[config.mk]
export PLATFORM = sky130hd
export DESIGN_NAME = apb_rr_master_arbiter
export DESIGN_NICKNAME = d
export VERILOG_FILES = /design/src/rtl/apb_pkg.sv /design/src/rtl/rr_arbiter.sv /design/src/rtl/apb_rr_master_arbiter.sv
export SDC_FILE = /design/constraint.sdc
export NUM_CORES = 1
export LEC_CHECK = 0
export ABC_AREA = 1
export CAP_MARGIN = 0
export CORE_AREA = 5 5 156 158
export CTS_BUF_LIST = sky130_fd_sc_hd__clkbuf_8
export DETAILED_ROUTE_END_ITERATION = 8
export DIE_AREA = 0 0 161 163
export HOLD_SLACK_MARGIN = 0.08
export PLACE_DENSITY_LB_ADDON = 0.25
export SYNTH_ARGS = -nofsm -noshare
export SYNTH_HDL_FRONTEND = slang
export SYNTH_SLANG_ARGS = --single-unit
[constraint.sdc]
create_clock -name PCLK -period 4.89 [get_ports PCLK]
set_input_delay 0.7335 -clock PCLK [delete_from_list [all_inputs] [get_ports PCLK]]
set_output_delay 0.7335 -clock PCLK [all_outputs]
set_load 0.005 [all_outputs]
[src/rtl/apb_pkg.sv]
`default_nettype none
// ============================================================================
// Module  : apb_pkg
// Brief   : Shared APB widths, sequencer state type and default timeout.
// Rev     : 1.0  initial release
// ============================================================================
package apb_pkg;

    localparam int APB_ADDR_W      = 32;
    localparam int APB_DATA_W      = 32;
    localparam int TIMEOUT_DEFAULT = 16;

    typedef enum logic [1:0] {
        IDLE   = 2'd0,
        SETUP  = 2'd1,
        ACCESS = 2'd2
    } apb_state_e;

endpackage
`default_nettype wire

[src/rtl/rr_arbiter.sv]
`default_nettype none
// ============================================================================
// Module  : rr_arbiter
// Brief   : Combinational round-robin pick, searching upward from pointer+1.
// Rev     : 1.0  initial release
// ============================================================================
module rr_arbiter #(
    parameter int N  = 4,
    parameter int IW = (N > 1) ? $clog2(N) : 1
) (
    input  logic [N-1:0]  req,
    input  logic [IW-1:0] pointer,
    input  logic          enable,
    output logic [N-1:0]  gnt,
    output logic [IW-1:0] index
);

    logic          w_found;
    logic [IW-1:0] w_cand;

    always_comb begin
        gnt     = '0;
        index   = '0;
        w_found = 1'b0;
        w_cand  = '0;
        // Nearest candidate after the pointer wins; the pointer itself is tried last.
        for (int k = 1; k <= N; k++) begin
            w_cand = IW'((int'(pointer) + k) % N);
            if (enable && !w_found && req[w_cand]) begin
                w_found     = 1'b1;
                gnt[w_cand] = 1'b1;
                index       = w_cand;
            end
        end
    end

endmodule
`default_nettype wire

[src/rtl/apb_rr_master_arbiter.sv]
`default_nettype none
// ============================================================================
// Module  : apb_rr_master_arbiter
// Brief   : Round-robin sharing of one APB master port with PREADY timeout.
// Rev     : 1.0  initial release
// ============================================================================
module apb_rr_master_arbiter
    import apb_pkg::*;
#(
    parameter int NUM_REQ = 4,
    parameter int TIMEOUT = TIMEOUT_DEFAULT
) (
    input  logic                            PCLK,
    input  logic                            PRESET,
    input  logic [NUM_REQ-1:0]              req_valid,
    input  logic [NUM_REQ-1:0]              req_write,
    input  logic [NUM_REQ*APB_ADDR_W-1:0]   req_addr,
    input  logic [NUM_REQ*APB_DATA_W-1:0]   req_wdata,
    output logic [NUM_REQ-1:0]              req_ready,
    output logic [NUM_REQ-1:0]              rsp_valid,
    output logic [APB_DATA_W-1:0]           rsp_rdata,
    output logic                            rsp_err,
    output logic                            rsp_timeout,
    output logic                            PSEL,
    output logic                            PENABLE,
    output logic [APB_ADDR_W-1:0]           PADDR,
    output logic [APB_DATA_W-1:0]           PWDATA,
    output logic                            PWRITE,
    input  logic [APB_DATA_W-1:0]           PRDATA,
    input  logic                            PREADY,
    input  logic                            PSLVERR
);

    localparam int                IDX_W       = (NUM_REQ > 1) ? $clog2(NUM_REQ) : 1;
    localparam int                CNT_W       = $clog2(TIMEOUT + 1);
    localparam logic [CNT_W-1:0]  C_CNT_LIMIT = CNT_W'(TIMEOUT - 1);
    localparam logic [1:0]        C_ST_IDLE   = IDLE;
    localparam logic [1:0]        C_ST_SETUP  = SETUP;
    localparam logic [1:0]        C_ST_ACCESS = ACCESS;

    logic [1:0]             r_state;
    logic [IDX_W-1:0]       r_owner;
    logic [IDX_W-1:0]       r_ptr;
    logic [CNT_W-1:0]       r_cnt;

    logic                   w_arb_en;
    logic [NUM_REQ-1:0]     w_gnt;
    logic [IDX_W-1:0]       w_idx;
    logic [NUM_REQ-1:0]     w_owner_oh;

    // Gating with PRESET keeps req_ready low for the whole reset window.
    assign w_arb_en = (r_state == C_ST_IDLE) && !PRESET;

    rr_arbiter #(
        .N  (NUM_REQ),
        .IW (IDX_W)
    ) u_rr_arbiter (
        .req     (req_valid),
        .pointer (r_ptr),
        .enable  (w_arb_en),
        .gnt     (w_gnt),
        .index   (w_idx)
    );

    assign req_ready = w_gnt;
    assign PSEL      = (r_state == C_ST_SETUP) || (r_state == C_ST_ACCESS);
    assign PENABLE   = (r_state == C_ST_ACCESS);

    always_comb begin
        w_owner_oh = '0;
        for (int i = 0; i < NUM_REQ; i++) begin
            w_owner_oh[i] = (r_owner == IDX_W'(i));
        end
    end

    always_ff @(posedge PCLK or posedge PRESET) begin
        if (PRESET) begin
            r_state     <= C_ST_IDLE;
            r_owner     <= '0;
            r_ptr       <= IDX_W'(NUM_REQ - 1);
            r_cnt       <= '0;
            PADDR       <= '0;
            PWDATA      <= '0;
            PWRITE      <= 1'b0;
            rsp_valid   <= '0;
            rsp_rdata   <= '0;
            rsp_err     <= 1'b0;
            rsp_timeout <= 1'b0;
        end else begin
            rsp_valid   <= '0;
            rsp_rdata   <= '0;
            rsp_err     <= 1'b0;
            rsp_timeout <= 1'b0;
            case (r_state)
                C_ST_IDLE: begin
                    if (|w_gnt) begin
                        PADDR   <= req_addr[int'(w_idx)*APB_ADDR_W +: APB_ADDR_W];
                        PWDATA  <= req_wdata[int'(w_idx)*APB_DATA_W +: APB_DATA_W];
                        PWRITE  <= req_write[w_idx];
                        r_owner <= w_idx;
                        r_ptr   <= w_idx;
                        r_state <= C_ST_SETUP;
                    end
                end
                C_ST_SETUP: begin
                    r_cnt   <= '0;
                    r_state <= C_ST_ACCESS;
                end
                C_ST_ACCESS: begin
                    // A ready slave on the limit cycle still completes normally.
                    if (PREADY) begin
                        r_state   <= C_ST_IDLE;
                        rsp_valid <= w_owner_oh;
                        rsp_rdata <= PWRITE ? '0 : PRDATA;
                        rsp_err   <= PSLVERR;
                    end else if (r_cnt == C_CNT_LIMIT) begin
                        r_state     <= C_ST_IDLE;
                        rsp_valid   <= w_owner_oh;
                        rsp_err     <= 1'b1;
                        rsp_timeout <= 1'b1;
                    end else if (r_cnt != {CNT_W{1'b1}}) begin
                        r_cnt <= r_cnt + 1'b1;
                    end
                end
                default: r_state <= C_ST_IDLE;
            endcase
        end
    end

endmodule
`default_nettype wire

==> results.tsv, run 1 <==
metric	value	unit
status	finished, final reports clean	
Multi-input gate area	3530	sq um
worst-case clock skew	0.0128	ns
GRT overflow	0	
Power Total	6.30	mW
critical path endpoint category	register	
Placed Area	11200	sq um
largest family of logic cells by synthesized area	simple AND/OR/NAND/NOR gates	
WHS Path Cells	2	
Area Overhead vs Synth	67.9	%
clock sinks	114	
first-pass GRT wire length	47300	um
top cell type's share of synthesized area	40.6	%
# IOs	409	
Post-synth EDFFs	0	
Max Slew Vio Count	0	
setup_tns	0	ns
CTS clk-pin slew, worst paths	0.08	ns
Setup Buffers After CTS	0	
clk_lat worst skew	0.43	ns
Reg2Reg Depth	14	
Power Density	543	nW/um^2
register area	2860	sq um
dpl hpwl	22500	um
Root Driver	clkbuf_8	
fillers	2255	
Required @ worst endpoint	5.26	ns
synth warn	0	
Tmin final	3.89	ns
RSZ-0062 raised after global routing	false	
final hold viol count	0	
number of remaining DRC errors	0	
crit start category	register	
layout net count	1680	
post-synthesis compound-gate area fraction	1.14	%
Cells after Synth	996	
Pre-antenna DRT Iters	7	
port bufs	408	
vias in the first global route	8223	
via density per instance	4.94	
crit path max fanout	88	
internal power	3.37	mW
MaxCap Viol Count	0	
wire length per cell	18.5	um
DIE HEIGHT	163	um
hold_buf cts	0	
sw power	2.93	mW
CTS tree	yes	
Post-Synth Simple-Gate Area	46.4	%
Die W	161	um
Post-synth ARST share	100	%
core area	23000	sq um
Final setup viols	0	
fraction of layout cells with a size suffix above 1	5.01	%
fmax	257	MHz
starting density of the core	30.1	%
count leader, synth	nand3_1	
leading area contributor after synthesis	dfrtp_1	
worst min-delay path class	reg -> reg	
Seq/Total Area, Yosys	41.3	%
VDD IR-drop max	447	uV
Net Count, Synth	1312	
via count	8236	
final wirelength	30900	um
Row Count	56	
ant diodes	0	
synthesized area	6910	sq um
post-synthesis register bit count	114	
H-tree depth	4	
XOR/XNOR Fraction of Synth Area	0	%
die area	26200	sq um
GRT Total Usage	22.8	%
combinational share of power	60.7	%
largest net degree at the start of global routing	89	
initial antenna violation count	0	
Longest Clk Path Bufs	2	
Tcrit/Tclk final	79.6	%
most frequent cells after synthesis	nand3_1 (343), nand2_1 (309), dfrtp_1 (112)	
Worst Tran Pin Value	1.08	ns
Top FF cell, synth	dfrtp_1	
Clk pwr share	15.7	%
top post-synthesis cells by area	dfrtp_1 (41%), nand3_1 (25%), nand2_1 (17%), buf_2 (2.9%), ha_1 (2.9%)	
Reg power frac	23.6	%
Final Wtd Congestion	0.867	
leakage power	5.37	nW
total CTS buffers	17	
Adder-Cell Fraction of Synth Area	2.90	%
Avg Cell Area, Syn	6.94	sq um
Post-Layout Inst Area	11600	sq um
Initial DRC Count	580	
Worst slew margin	27.8	%
kind of critical path	reg -> reg	
Antenna Nets Post-Route	0	
Net Sw Frac	46.5	%
post-CTS sizing	0	
Critical Path AT	4.26	ns
post-synth cell types	27	
mux contribution to synthesized area	0	%
[power by group through the flow]
stage                     sequential [mW]  combinational [mW]  clock, mW
after detailed placement             1.50                3.86          0
final                                1.49                3.82      0.989
after global placement               1.49                3.82          0
after global routing                 1.53                4.25       1.07
after floorplan                      1.50                2.25          0
after CTS                            1.49                3.87       1.02
[flip-flops by register name (all words and copies together) (netlist names)]
| name | count |
|---|---|
| r_ptr | 2 |
| r_state | 2 |
| PADDR | 32 |
| rsp_valid | 4 |
| rsp_timeout | 1 |
| rsp_rdata | 32 |
| PWDATA | 32 |
| r_cnt | 5 |
| r_owner | 2 |
| rsp_err | 1 |
| PWRITE | 1 |
[worst max-delay path, stage by stage, from the launching register on]
cell	delay, ns
dfstp_2	0.68
inv_2	0.17
ha_1	0.38
inv_1	0.07
nand3_1	0.11
nand2_2	0.11
nand2_2	0.11
nor2_2	0.07
o21ai_4	0.18
buf_4	0.75
buf_4	0.57
nand3_1	0.17
nand3_1	0.15
nand3_1	0.08
nand2_1	0.09
[through the flow]
stage               cells  worst slack [ns]  util, %  hold slack [ns]
floorplan             996              1.14        -            0.433
global placement     1635              1.12     48.6            0.461
detailed placement   1635              1.09     48.6            0.461
CTS                  1667              1.02     50.5            0.484
global route         1667             0.732     50.5            0.505
finish               1667             0.998     50.5            0.481
[cell families after synthesis]
| kind of cell | after synthesis |
|---|---|
| buffers and inverters | 133 |
| adder cells (fa/ha/maj) | 16 |
| AND/OR/NAND/NOR | 719 |
| flip-flops | 114 |
| AO/OA/AOI/OAI | 14 |
[layout by cell type, fill, tap and decap left out, drive strengths merged, types with 5 or more instances in the layout]
master	instances
clkdlybuf4s50	408
dfrtp	112
clkbuf	17
nand3	347
nand2	314
ha	16
o21ai	8
nor2	50
buf	14
a21oi	5
inv	67
[routing by layer]
| layer | vias to the layer above | routed length, um | GRT usage (%) |
|---|---|---|---|
| li1 | 4002 | - | - |
| met2 | 344 | 15200 | 39.3 |
| met1 | 3846 | 12300 | 27.4 |
| met3 | 44 | 2690 | 7.72 |
| met4 | 0 | 651 | 5.78 |
| met5 | - | 0 | 0 |
[final timing paths]
check / end / from / slack (ns)
worst min register to register: PADDR[23] / PADDR[23] / 0.48
min in group asynchronous: r_owner[0] / PRESET / 0.81
worst min-delay path: PADDR[23] / PADDR[23] / 0.48
worst max-delay path: PADDR[16] / r_ptr[0] / 1.0
max in group asynchronous: PWDATA[2] / PRESET / 3.13
worst max register to register: PADDR[16] / r_ptr[0] / 1.0
[cell type report]
class / instances / share of cell area [%]
clock buffer: 17 / 2.02
sequential: 114 / 24.6
timing repair buffer: 422 / 36.2
tap: 290 / 3.13
clock inverter: 15 / 1.66
inverter: 60 / 1.96
multi-input combinational: 749 / 30.4
Note: power is estimated with default switching activity, not from simulation.
==> run 2: changes to the inputs <==
==> constraint.sdc (replaced) <==
create_clock -name PCLK -period 3.2 [get_ports PCLK]
set_input_delay 0.48 -clock PCLK [delete_from_list [all_inputs] [get_ports PCLK]]
set_output_delay 0.48 -clock PCLK [all_outputs]
set_load 0.005 [all_outputs]
==> results.tsv, run 2 (synthesis results as in run 1) <==
metric	value	unit	change
hold_buf cts	0		unchanged
crit start category	register		unchanged
Multi-input gate area	3550	sq um	was 3530 sq um
via density per instance	4.94		about the same
Final setup viols	0		unchanged
fraction of layout cells with a size suffix above 1	6.31	%	was 5.01%
H-tree depth	4		unchanged
final wirelength	31100	um	was 30900 um
initial antenna violation count	0		unchanged
port bufs	408		unchanged
die area	26200	sq um	unchanged
wire length per cell	18.5	um	about the same
fmax	332	MHz	
largest registers	PADDR x32, PWDATA x32, rsp_rdata x32		unchanged
largest net degree at the start of global routing	111		was 89
Finished Layout Cells	1684		was 1667
# IOs	409		unchanged
CTS tree	yes		unchanged
Post-Layout Inst Area	11900	sq um	was 11600 sq um
Worst path max stage delay	0.55	ns	was 0.75 ns
first-pass GRT wire length	47100	um	was 47300 um
Required @ worst endpoint	2.72	ns	was 5.26 ns
clock sinks	114		unchanged
ant diodes	0		unchanged
clk_lat worst skew	0.44	ns	was 0.43 ns
Longest Clk Path Bufs	2		unchanged
worst min-delay path class	in -> async		was reg -> reg
placed insts	1648		was 1635
total CTS buffers	17		unchanged
Power Density	831	nW/um^2	was 543 nW/um^2
via count	8325		was 8236
status	finished, final reports clean		unchanged
DIE HEIGHT	163	um	unchanged
leakage power	5.54	nW	was 5.37 nW
GRT Total Usage	22.9	%	was 22.8%
final hold viol count	0		unchanged
Row Count	56		unchanged
fillers	2256		was 2255
slowest stage cell, crit path	dfstp_2		was buf_4
Worst Tran Pin Value	0.684	ns	was 1.08 ns
kind of critical path	reg -> out		was reg -> reg
CTS clk-pin slew, worst paths	0.09	ns	was 0.08 ns
MaxCap Viol Count	0		unchanged
Placed Area	11400	sq um	was 11200 sq um
Die W	161	um	unchanged
Max Slew Vio Count	0		unchanged
register area	2860	sq um	unchanged
dpl hpwl	23000	um	was 22500 um
most common cell after layout, fill and taps aside	clkdlybuf4s50_1		unchanged
Antenna Nets Post-Route	0		unchanged
starting density of the core	30.1	%	unchanged
Layout Utilization	51.6	%	was 50.5%
Worst slew margin	54.2	%	was 27.8%
Initial DRC Count	581		was 580
crit path max fanout	10		was 88
Tcrit/Tclk final	94.1	%	
Area Overhead vs Synth	71.6	%	was 67.9%
Critical Path, Cell by Cell	inv_2, ha_4, inv_1, nand3_2, nand2_2, nand2_2, nor2_4, buf_4, nand3_1, nand3_1, dlygate4sd2_1		was inv_2, ha_1, inv_1, nand3_1, nand2_2, nand2_2, nor2_2, o21ai_4, buf_4, buf_4, nand3_1, nand3_1, nand3_1, nand2_1
GRT overflow	0		unchanged
VDD IR-drop max	399	uV	was 447 uV
Tmin final	3.01	ns	
Final Wtd Congestion	0.939		was 0.867
critical path endpoint category	output pin		was register
vias in the first global route	8097		was 8223
commonest cells after routing, fill and taps aside	clkdlybuf4s50_1 (404), nand3_1 (342), nand2_1 (309)		was clkdlybuf4s50_1 (408), nand3_1 (343), nand2_1 (309)
Pre-antenna DRT Iters	5		was 7
core area	23000	sq um	unchanged
Root Driver	clkbuf_8		unchanged
Critical Path AT	2.53	ns	was 4.26 ns
number of remaining DRC errors	0		unchanged
layout net count	1697		was 1680
worst-case clock skew	0.0182	ns	was 0.0128 ns
-- run 2: changes by cell type in the layout (fill, tap and decap cells not counted), sizes merged --
cell / delta
dlygate4sd2: +2
clkdlybuf4s50: -4
clkinv: +1
clkinvlp: +1
dlymetal6s2s: +2
buf: +17
bufinv: -2
-- run 2: worst max-delay path, delay by kind of cell (launching register included) --
kind	cells	cell delay, ns
AND/OR/NAND/NOR	6	0.70
buffers and inverters	4	0.58
flip-flops	1	0.55
adder cells (fa/ha/maj)	1	0.28
-- run 2: what timing repair did --
action	4_1_cts	5_1_grt
gates resized for setup	4	3
gates cloned	0	0
setup endpoints to repair	4	2
pin swaps	1	2
setup buffers	2	2
-- run 2: final timing paths --
path | to | startpoint | slack, ns | cells past startpoint
setup reg to reg | PADDR[6] | r_ptr[0] | 0.22 | 13
hold / removal | rsp_timeout | PRESET | 0.31 | 2
setup / recovery | req_ready[0] | r_ptr[0] | 0.19 | 11
hold reg to reg | PADDR[30] | PADDR[30] | 0.48 | 2
max in group asynchronous | PADDR[24] | PRESET | 2.04 | 3
min in group PCLK | PADDR[30] | PADDR[30] | 0.48 | 2
-- run 2: cell type report --
class	count	share of cell area, %
Inverter	60	1.93
Timing Repair Buffer	439	37.7
Clock buffer	17	1.97
Sequential cell	114	24.1
Multi-Input combinational cell	749	29.9
Tap cell	290	3.06
Clock inverter	15	1.36
-- run 2: routing by layer --
| layer | GRT usage, % | part of all wire (%) |
|---|---|---|
| met5 | 0 | 0 |
| met2 | 37.7 | 47 |
| met4 | 5.82 | 2.0 |
| met1 | 28.5 | 41 |
| met3 | 8.45 | 9.4 |
-- run 2: power by group --
part	total (mW)	switching [mW]	internal, mW
logic	6.22	3.57	2.64
registers	2.24	0.265	1.98
clock network	1.40	0.743	0.652
-- run 2: stage by stage --
stage                     TNS (ns)  setup WS [ns]  total power, mW  hold WS [ns]
after floorplan                  0          0.687             5.73         0.433
after global placement           0          0.207             8.42         0.462
after detailed placement         0          0.143             8.49         0.460
after CTS                        0        0.00509             9.96         0.270
after global routing      -0.00343       -0.00343             10.7         0.294
final                            0          0.187             9.86         0.313
